## src/rtl/pipe_hazard_ctrl_pkg.sv

```systemverilog
// Shared definitions for the pipeline hazard controller: forward encodings,
// FSM states and the shadow scoreboard entry layouts.
package pipe_hazard_ctrl_pkg;

   localparam int REG_ADDR_W = 5;

   localparam logic [1:0] FWD_RF    = 2'b00;
   localparam logic [1:0] FWD_EXMEM = 2'b01;
   localparam logic [1:0] FWD_MEMWB = 2'b10;

   typedef enum logic {
      ST_RUN      = 1'b0,
      ST_MEM_WAIT = 1'b1
   } hz_state_e;

   // EX keeps sources for forwarding and MemRead for load-use; later stages only need the destination
   typedef struct packed {
      logic [REG_ADDR_W-1:0] rd;
      logic [REG_ADDR_W-1:0] rs1;
      logic [REG_ADDR_W-1:0] rs2;
      logic                  wr;
      logic                  ld;
   } ex_entry_t;

   typedef struct packed {
      logic [REG_ADDR_W-1:0] rd;
      logic                  wr;
   } dst_entry_t;

   function automatic logic [1:0] fwd_select(
      input logic [REG_ADDR_W-1:0] rs,
      input dst_entry_t            mem_e,
      input dst_entry_t            wb_e
   );
      logic [1:0] sel;
      sel = FWD_RF;
      if (mem_e.wr && (mem_e.rd != '0) && (mem_e.rd == rs)) begin
         sel = FWD_EXMEM;
      end else if (wb_e.wr && (wb_e.rd != '0) && (wb_e.rd == rs)) begin
         sel = FWD_MEMWB;
      end
      return sel;
   endfunction

endpackage

```

## src/rtl/pipe_hazard_ctrl_scoreboard.sv

```systemverilog
// Shadow copy of rd/rs/RegWrite/MemRead for EX, MEM and WB, plus the
// forwarding compare for the instruction sitting in EX.
module hazard_scoreboard
   import pipe_hazard_ctrl_pkg::*;
(
   input  logic                  clk,
   input  logic                  rst_n,
   input  logic                  hold_i,
   input  logic                  ex_bubble_i,
   input  logic [REG_ADDR_W-1:0] id_rs1_i,
   input  logic [REG_ADDR_W-1:0] id_rs2_i,
   input  logic [REG_ADDR_W-1:0] id_rd_i,
   input  logic                  id_regwrite_i,
   input  logic                  id_memread_i,
   output logic [REG_ADDR_W-1:0] ex_rd_o,
   output logic                  ex_wr_o,
   output logic                  ex_ld_o,
   output logic [1:0]            fwd_a_sel_o,
   output logic [1:0]            fwd_b_sel_o
);

   ex_entry_t  ex_q, ex_d;
   dst_entry_t mem_q, mem_d;
   dst_entry_t wb_q, wb_d;

   // A frozen MEM stage still retires nothing, so WB sees a bubble while EX and MEM hold
   always_comb begin
      ex_d  = ex_q;
      mem_d = mem_q;
      wb_d  = wb_q;
      if (hold_i) begin
         wb_d = '0;
      end else begin
         wb_d     = mem_q;
         mem_d.rd = ex_q.rd;
         mem_d.wr = ex_q.wr;
         if (ex_bubble_i) begin
            ex_d = '0;
         end else begin
            ex_d.rd  = id_rd_i;
            ex_d.rs1 = id_rs1_i;
            ex_d.rs2 = id_rs2_i;
            ex_d.wr  = id_regwrite_i;
            ex_d.ld  = id_memread_i;
         end
      end
   end

   always_ff @(posedge clk) begin
      if (!rst_n) begin
         ex_q  <= '0;
         mem_q <= '0;
         wb_q  <= '0;
      end else begin
         ex_q  <= ex_d;
         mem_q <= mem_d;
         wb_q  <= wb_d;
      end
   end

   assign ex_rd_o     = ex_q.rd;
   assign ex_wr_o     = ex_q.wr;
   assign ex_ld_o     = ex_q.ld;
   assign fwd_a_sel_o = fwd_select(ex_q.rs1, mem_q, wb_q);
   assign fwd_b_sel_o = fwd_select(ex_q.rs2, mem_q, wb_q);

endmodule

```

## src/rtl/pipe_hazard_ctrl.sv

```systemverilog
// Stall/flush/forward controller for the 5-stage RV32I pipeline: load-use
// bubbles, EX redirects and data-memory wait freezes with a watchdog.
module pipe_hazard_ctrl
   import pipe_hazard_ctrl_pkg::*;
#(
   parameter int MEM_TIMEOUT = 64,
   parameter int CNT_W       = 32
) (
   input  logic             clk,
   input  logic             rst_n,
   input  logic             id_valid_i,
   input  logic [4:0]       id_rs1_i,
   input  logic [4:0]       id_rs2_i,
   input  logic             id_use_rs1_i,
   input  logic             id_use_rs2_i,
   input  logic [4:0]       id_rd_i,
   input  logic             id_regwrite_i,
   input  logic             id_memread_i,
   input  logic             ex_redirect_i,
   input  logic             mem_access_i,
   input  logic             dmem_ready_i,
   output logic             pc_stall_o,
   output logic             if_id_stall_o,
   output logic             if_id_flush_o,
   output logic             id_ex_stall_o,
   output logic             id_ex_flush_o,
   output logic             ex_mem_stall_o,
   output logic             mem_wb_bubble_o,
   output logic [1:0]       fwd_a_sel_o,
   output logic [1:0]       fwd_b_sel_o,
   output logic             mem_timeout_o,
   output logic [CNT_W-1:0] stall_cnt_o
);

   localparam int WAIT_W = $clog2(MEM_TIMEOUT + 1);
   localparam logic [WAIT_W-1:0] WAIT_LIMIT = WAIT_W'(MEM_TIMEOUT);

   hz_state_e         state_q, state_d;
   logic [WAIT_W-1:0] wait_cnt_q, wait_cnt_d;
   logic              timeout_q, timeout_d;
   logic [CNT_W-1:0]  stall_cnt_q, stall_cnt_d;

   logic                  freeze;
   logic                  load_use;
   logic [REG_ADDR_W-1:0] ex_rd;
   logic                  ex_wr;
   logic                  ex_ld;
   logic [1:0]            sb_fwd_a;
   logic [1:0]            sb_fwd_b;

   assign freeze = mem_access_i & ~dmem_ready_i;

   assign load_use = ex_ld & ex_wr & (ex_rd != '0) & id_valid_i &
                     ((id_use_rs1_i & (id_rs1_i == ex_rd)) |
                      (id_use_rs2_i & (id_rs2_i == ex_rd)));

   hazard_scoreboard u_scoreboard (
      .clk           (clk),
      .rst_n         (rst_n),
      .hold_i        (freeze),
      .ex_bubble_i   (id_ex_flush_o | ~id_valid_i),
      .id_rs1_i      (id_rs1_i),
      .id_rs2_i      (id_rs2_i),
      .id_rd_i       (id_rd_i),
      .id_regwrite_i (id_regwrite_i),
      .id_memread_i  (id_memread_i),
      .ex_rd_o       (ex_rd),
      .ex_wr_o       (ex_wr),
      .ex_ld_o       (ex_ld),
      .fwd_a_sel_o   (sb_fwd_a),
      .fwd_b_sel_o   (sb_fwd_b)
   );

   // Freeze outranks redirect (EX cannot move), and redirect kills the instruction causing load-use
   always_comb begin
      pc_stall_o      = 1'b0;
      if_id_stall_o   = 1'b0;
      if_id_flush_o   = 1'b0;
      id_ex_stall_o   = 1'b0;
      id_ex_flush_o   = 1'b0;
      ex_mem_stall_o  = 1'b0;
      mem_wb_bubble_o = 1'b0;
      if (rst_n) begin
         if (freeze) begin
            pc_stall_o      = 1'b1;
            if_id_stall_o   = 1'b1;
            id_ex_stall_o   = 1'b1;
            ex_mem_stall_o  = 1'b1;
            mem_wb_bubble_o = 1'b1;
         end else if (ex_redirect_i) begin
            if_id_flush_o = 1'b1;
            id_ex_flush_o = 1'b1;
         end else if (load_use) begin
            pc_stall_o    = 1'b1;
            if_id_stall_o = 1'b1;
            id_ex_flush_o = 1'b1;
         end
      end
   end

   assign fwd_a_sel_o = rst_n ? sb_fwd_a : FWD_RF;
   assign fwd_b_sel_o = rst_n ? sb_fwd_b : FWD_RF;

   always_comb begin
      state_d = state_q;
      case (state_q)
         ST_RUN:      if (freeze)  state_d = ST_MEM_WAIT;
         ST_MEM_WAIT: if (!freeze) state_d = ST_RUN;
         default:     state_d = ST_RUN;
      endcase

      wait_cnt_d = '0;
      if (freeze) begin
         wait_cnt_d = (wait_cnt_q == WAIT_LIMIT) ? wait_cnt_q : wait_cnt_q + 1'b1;
      end
      timeout_d = timeout_q | (wait_cnt_d == WAIT_LIMIT);

      stall_cnt_d = stall_cnt_q;
      if (pc_stall_o && (stall_cnt_q != '1)) begin
         stall_cnt_d = stall_cnt_q + 1'b1;
      end
   end

   always_ff @(posedge clk) begin
      if (!rst_n) begin
         state_q     <= ST_RUN;
         wait_cnt_q  <= '0;
         timeout_q   <= 1'b0;
         stall_cnt_q <= '0;
      end else begin
         state_q     <= state_d;
         wait_cnt_q  <= wait_cnt_d;
         timeout_q   <= timeout_d;
         stall_cnt_q <= stall_cnt_d;
      end
   end

   assign mem_timeout_o = timeout_q;
   assign stall_cnt_o   = stall_cnt_q;

endmodule
```

## config.mk

```make
export PLATFORM = sky130hd
export DESIGN_NAME = pipe_hazard_ctrl
export DESIGN_NICKNAME = d
export VERILOG_FILES = /design/src/rtl/pipe_hazard_ctrl_pkg.sv /design/src/rtl/pipe_hazard_ctrl_scoreboard.sv /design/src/rtl/pipe_hazard_ctrl.sv
export SDC_FILE = /design/constraint.sdc
export NUM_CORES = 1
export LEC_CHECK = 0
export BUFFER_PORTS_ARGS = -buffer_cell sky130_fd_sc_hd__buf_2
export CORE_MARGIN = 2
export CORE_UTILIZATION = 59
export CTS_BUF_LIST = sky130_fd_sc_hd__clkbuf_16
export DETAILED_ROUTE_END_ITERATION = 6
export HOLD_SLACK_MARGIN = 0.12
export MAX_ROUTING_LAYER = met4
export PLACE_DENSITY = 0.94
export SLEW_MARGIN = 20
export SYNTH_ARGS = -nofsm -noshare
export SYNTH_HDL_FRONTEND = slang
export SYNTH_SLANG_ARGS = --single-unit
export TNS_END_PERCENT = 5
```

## constraint.sdc

```tcl
create_clock -name clk -period 5.3 [get_ports clk]
set_input_delay 1.06 -clock clk [delete_from_list [all_inputs] [get_ports clk]]
set_output_delay 1.06 -clock clk [all_outputs]
set_load 0.02 [all_outputs]
```

# Yosys cells after proc, flatten, opt, wreduce, memory -nomap -nowiden
# Cells that the tools add are included.
dict set report word_totals {
  reg_bits 69
  latch_bits 0
  ram_bits 0
  romBits 0
  in_bits 25
  output_inout_bits 44
  elab_cells 68
  mem_count 0
}
dict set report classes {
  add_sub_neg 2
  multipliers 0
  div_mod_pow 0
  n_lt_le_gt_ge 0
  n_eq_ne 9
  shifts 0
  n_mux 21
  bitwise_logic 13
  reduce_logical 11
}
# op count
set ops {}
lappend ops {{adder 32 x 1 -> 32 bit, second input constant} 1}
lappend ops {{inequality test 32 bit, second input constant} 1}
lappend ops {{equality test 5 bit} 6}
lappend ops {{2-to-1 mux 17 bit} 1}
lappend ops {{nonzero test 5 bit} 3}
lappend ops {{equality test 7 bit, second input constant} 2}
lappend ops {{2-to-1 mux 7 bit} 2}
lappend ops {{2-to-1 mux 1 bit} 12}
lappend ops {{2-to-1 mux 2 bit} 6}
lappend ops {{adder 7 x 1 -> 7 bit, second input constant} 1}
lappend ops {{bitwise AND 1 bit} 7}
lappend ops {{logical AND 1 bit} 7}
lappend ops {{NOT 1 bit} 3}
lappend ops {{OR 1 bit} 3}
lappend ops {{OR reduction 2 bit} 1}

# Depth between registers and ports, before layout
dict set report logic_depth {
  word_depth 10
  mapped_depth 10
  mapped_depth_nobuf 7
}

# By module
# A second synthesis with hierarchy kept.
dict set report unflattened {
  hier_cells 411
  area_unflattened_um2 3662.3
}
# mod instances cells_each area_each_um2 seq_area_each_um2
set modules_own_cells {}
lappend modules_own_cells {pipe_hazard_ctrl 1 282 2363.5 800.8}
lappend modules_own_cells {hazard_scoreboard 1 129 1298.7 580.6}

# Least setup slack after synthesis
# Ideal clock, no wire load.
dict set report synth_timing {
  path_kind {in2out}
  start {input port mem_access_i}
  end {output port id_ex_stall_o}
  arrival_time_ps 2524
  setup_slack_ps 1716
  cell_stages 7
  path_buffers 4
  cell_sequence {nor2b_1 buf_2 nand2_1 inv_1 clkbuf_1 clkbuf_1 buf_4}
}
dict set report synth_between {
  elab_chain_cells 3
}
# element line_no
set synth_lines {}
lappend synth_lines {{start: declaration} pipe_hazard_ctrl.sv:20} ;# input logic mem_access_i,
lappend synth_lines {{bitwise AND 1 bit} pipe_hazard_ctrl.sv:51} ;# assign freeze = mem_access_i & ~dmem_ready_i;
lappend synth_lines {{2-to-1 mux 1 bit (2 in series)} -}
lappend synth_lines {{end: declaration} pipe_hazard_ctrl.sv:25} ;# output logic id_ex_stall_o,
# Every way passes these cells.

# Worst setup path after layout
dict set report layout_timing {
  start {input port mem_access_i}
  end {output port if_id_stall_o}
}
dict set report layout_between {
  elab_chain_cells 3
}
# element line_no
set layout_lines {}
lappend layout_lines {{bitwise AND 1 bit} pipe_hazard_ctrl.sv:51}
lappend layout_lines {{2-to-1 mux 1 bit} pipe_hazard_ctrl.sv:84} ;# if (freeze) begin
lappend layout_lines {{2-to-1 mux 1 bit} pipe_hazard_ctrl.sv:83} ;# if (rst_n) begin
lappend layout_lines {{end: declaration} pipe_hazard_ctrl.sv:23} ;# output logic if_id_stall_o,
# Every way passes these cells.

==> results_tabular.tex <==
\begin{tabular}{lr}
\hline
Metric & Value \\
\hline
\multicolumn{2}{l}{\textbf{Status}} \\
\quad Run status & complete, no violations \\
\multicolumn{2}{l}{\textbf{Setup path}} \\
\quad Worst setup SP type & input port \\
\quad Data required time of the worst path & 4240 ps \\
\quad Top fanout value on the critical path & 58 \\
\quad CP arrival & just over 3000 ps \\
\quad Kind of capture point of the worst setup path & primary output \\
\quad Classification of the worst setup path & input port to primary output \\
\multicolumn{2}{l}{\textbf{Floorplanning}} \\
\quad Row count & 27 \\
\quad Floorplan core area & between 5000 and 6000 sq um \\
\quad Die X & 80.5 microns \\
\quad Die area & between 6000 and 7000 sq um \\
\quad Ports & a little under 70 \\
\quad Effective utilization at floorplan & 62.0\% \\
\quad Vert. Die Dim & approximately 81 microns \\
\multicolumn{2}{l}{\textbf{STA}} \\
\quad Hold violation count in the final report & 0 \\
\quad Worst-case clock skew & roughly 5.0 ps \\
\quad Worst hold slack & 495 ps \\
\quad Worst rel slew slack & 51.3\% \\
\quad Final period utilization & 77.1\% \\
\quad Final setup TNS & 0 ps \\
\quad Max Fclk & 245 MHz \\
\quad RSZ-0062 raised after global routing & false \\
\quad Minimum clock period & 4080 ps \\
\quad Worst-Margin Slew & between 700 and 800 ps \\
\quad Slew Limit Fails & 0 \\
\quad Number of setup violations in the final report & 0 \\
\multicolumn{2}{l}{\textbf{Detailed routing}} \\
\quad Iteration count of the initial detailed-routing pass & 5 \\
\quad Ratio of routed vias to standard cells & 6.48 \\
\quad Total via count in the routed design & roughly 3,400 \\
\quad Drc violations & 0 \\
\quad Routed WL per cell & 17.4 microns \\
\quad Total wire length after detailed routing & around 9100 microns \\
\quad Antenna viol nets, final & 0 \\
\quad DR iter-0 viols & 304 \\
\multicolumn{2}{l}{\textbf{Finish}} \\
\quad Share of the core filled with cells in the final layout & 73.6\% \\
\quad Leading cell types in the layout, fill and taps excluded & dfxtp\_1 (69), buf\_2 (68), nand2\_1 (36) \\
\quad Ant. Diodes & 0 \\
\quad Share of layout cells above drive strength 1 & 20.4\% \\
\quad Synthesis-to-layout area growth & 18.8\% \\
\quad Most common library cell in the layout ignoring fill and taps & dfxtp\_1 \\
\quad Net total in the final layout & 475 \\
\multicolumn{2}{l}{\textbf{Logic synthesis}} \\
\quad Synth Area per Inst & 8.79 sq um \\
\quad Unique cell type count in the Yosys netlist & 41 \\
\quad Number of synthesized flops with an enable pin & 0 \\
\quad Number of synthesized register bits & 69 \\
\quad Sequential-to-total area share from yosys stat & between 40\% and 50\% \\
\quad Area leader, netlist & dfxtp\_1 \\
\quad Syn nets & 421 \\
\quad Most used flip-flop cell after synthesis & dfxtp\_1 \\
\quad Warnings from Yosys & 0 \\
\quad Biggest area contributors in the synthesized netlist & dfxtp\_1 (40\%), xnor2\_1 (4.8\%), a22o\_1 (4.3\%) \\
\quad Cell count after synthesis & 393 \\
\quad Combined area of all synthesized cells & 3450 sq um \\
\quad Share of synthesized registers carrying an async set or reset & 0\% \\
\quad Proportion of netlist area held by the largest area contributor & approximately two fifths \\
\multicolumn{2}{l}{\textbf{Hold path}} \\
\quad Hold Path Class & flip-flop to flip-flop \\
\multicolumn{2}{l}{\textbf{Clock tree}} \\
\quad Total CTS buffers & 9 \\
\quad Worst-path clk slew & 60 ps \\
\quad Clock insertion delay at the later pin of the skew report & around 330 ps \\
\quad Root buffer cell & clkbuf\_16 \\
\quad Maximum level of the CTS H-tree & 3 \\
\quad Number of cells upsized or downsized after cts & 0 \\
\quad Maximum count of clock buffers along a single path & 2 \\
\quad Clock tree from TritonCTS & yes \\
\quad Clock Sink Count & 69 \\
\quad CTS Hold Buffers Added & 0 \\
\quad Post-CTS setup buffers & 0 \\
\multicolumn{2}{l}{\textbf{Pwr}} \\
\quad Maximum VDD drop & approximately 0.00025 V \\
\quad Leakage power total & 0.00167 uW \\
\quad PD cells & 304 nW/um\^{}2 \\
\multicolumn{2}{l}{\textbf{Global route}} \\
\quad GRT Residual Overflow & 0 \\
\quad All-Layer GR Usage & slightly below 30\% \\
\quad Number of antenna violations at the first check in global routing & 0 \\
\quad First-pass GRT wire length & 14,500 microns \\
\quad Via count of the first global-routing pass & 3,059 \\
\quad Maximum number of pins on one net before global-route repair & 59 \\
\multicolumn{2}{l}{\textbf{Placement}} \\
\quad Half-perimeter wire length after detailed placement & 5770 microns \\
\quad GP Congestion & approximately 0.83 \\
\quad Port-buffer cells & between 60 and 70 \\
\multicolumn{2}{l}{\textbf{Run}} \\
\quad Number of violations of the max-capacitance limit & 0 \\
\hline
\end{tabular}
## through the flow
| step | instance area, sq um | setup WS (ps) | cells | power, uW |
|---|---|---|---|---|
| detailed placement | 3780 | 1310 | 508 | 606 |
| global route | 4100 | 1090 | 524 | 1280 |
| CTS | 4100 | 1260 | 524 | 1250 |
| finish | 4100 | 1220 | 524 | 1250 |
| floorplan | 3450 | 1720 | 393 | 584 |
| global placement | 3780 | 1410 | 508 | 603 |
## Yosys cell counts, drive strengths merged (3+ instances only)
master	n
o311ai	3
xor2	17
or4	12
nor4	12
inv	7
a21oi	27
and3	11
o211ai	4
clkbuf	15
buf	12
ha	3
or3	13
nand2	36
dfxtp	69
nor3	7
a22o	17
and2	4
o41ai	3
o31ai	12
xnor2	19
nand4	22
o21a	5
nor2	10
mux2i	6
nand3	19
nand2b	5
and4	4
o21ai	11
## critical path, cell delays in order
cell and delay, ps:
buf_2 90, nor2b_1 490, nand2_1 300, inv_1 110, buf_4 260, a41oi_4 50, buf_4 330, inv_1 150
buf_2 180
## registers in the layout, indices dropped and copies added, names as in the netlist
signal                flops
u_scoreboard.ex_rd_o      5
wait_cnt_q                7
stall_cnt_o              32
u_scoreboard.ex_ld_o      1
u_scoreboard.ex_q        10
u_scoreboard.ex_wr_o      1
u_scoreboard.mem_q        6
mem_timeout_o             1
u_scoreboard.wb_q         6
## final timing paths
path	start	end	slack, ps	depth (start not counted)
worst min register to register	mem_timeout_o	mem_timeout_o	500	1
worst min-delay path	mem_timeout_o	mem_timeout_o	500	1
worst max register to register	stall_cnt_o[6]	stall_cnt_o[9]	2860	6
worst max-delay path	mem_access_i	if_id_stall_o	1220	9
## per-layer routing
layer | vias up | global-route usage, % | share of wire, %
li1 | 1592 | - | -
met1 | 1588 | 35.6 | 41
met2 | 182 | 47.1 | 49
met3 | 32 | 6.63 | 6.7
met4 | 0 | 15.1 | 2.8
met5 | - | - | 0
## cells by family after synthesis
logic type                 after synthesis  share of synthesized area [%]
buffers and inverters                   34                           4.53
muxes                                    6                           1.74
and+or+nand+nor                        156                           25.6
adders and majority gates                3                           1.09
AOI/OAI and AO/OA                       89                           17.9
xor gates and xnor gates                36                           9.13
DFF                                     69                           40.0
## cell type report
| cell class | instances | area (sq um) |
|---|---|---|
| multi-input cells | 290 | 1930 |
| fillers | 397 | 1470 |
| flip-flops and latches | 69 | 1380 |
| repair buffers | 70 | 355 |
| clock buffers | 9 | 225 |
| clock inverters | 7 | 98.8 |
| well taps | 72 | 90.1 |
| inverters | 7 | 26.3 |
## report_power, final
part	internal (uW)	switching, uW	total (uW)
clock network	413	237	650
registers	525	9.16	534
logic	24.5	38.0	62.5
total	962	284	1250
No activity file was read; power rests on OpenSTA's default activity.
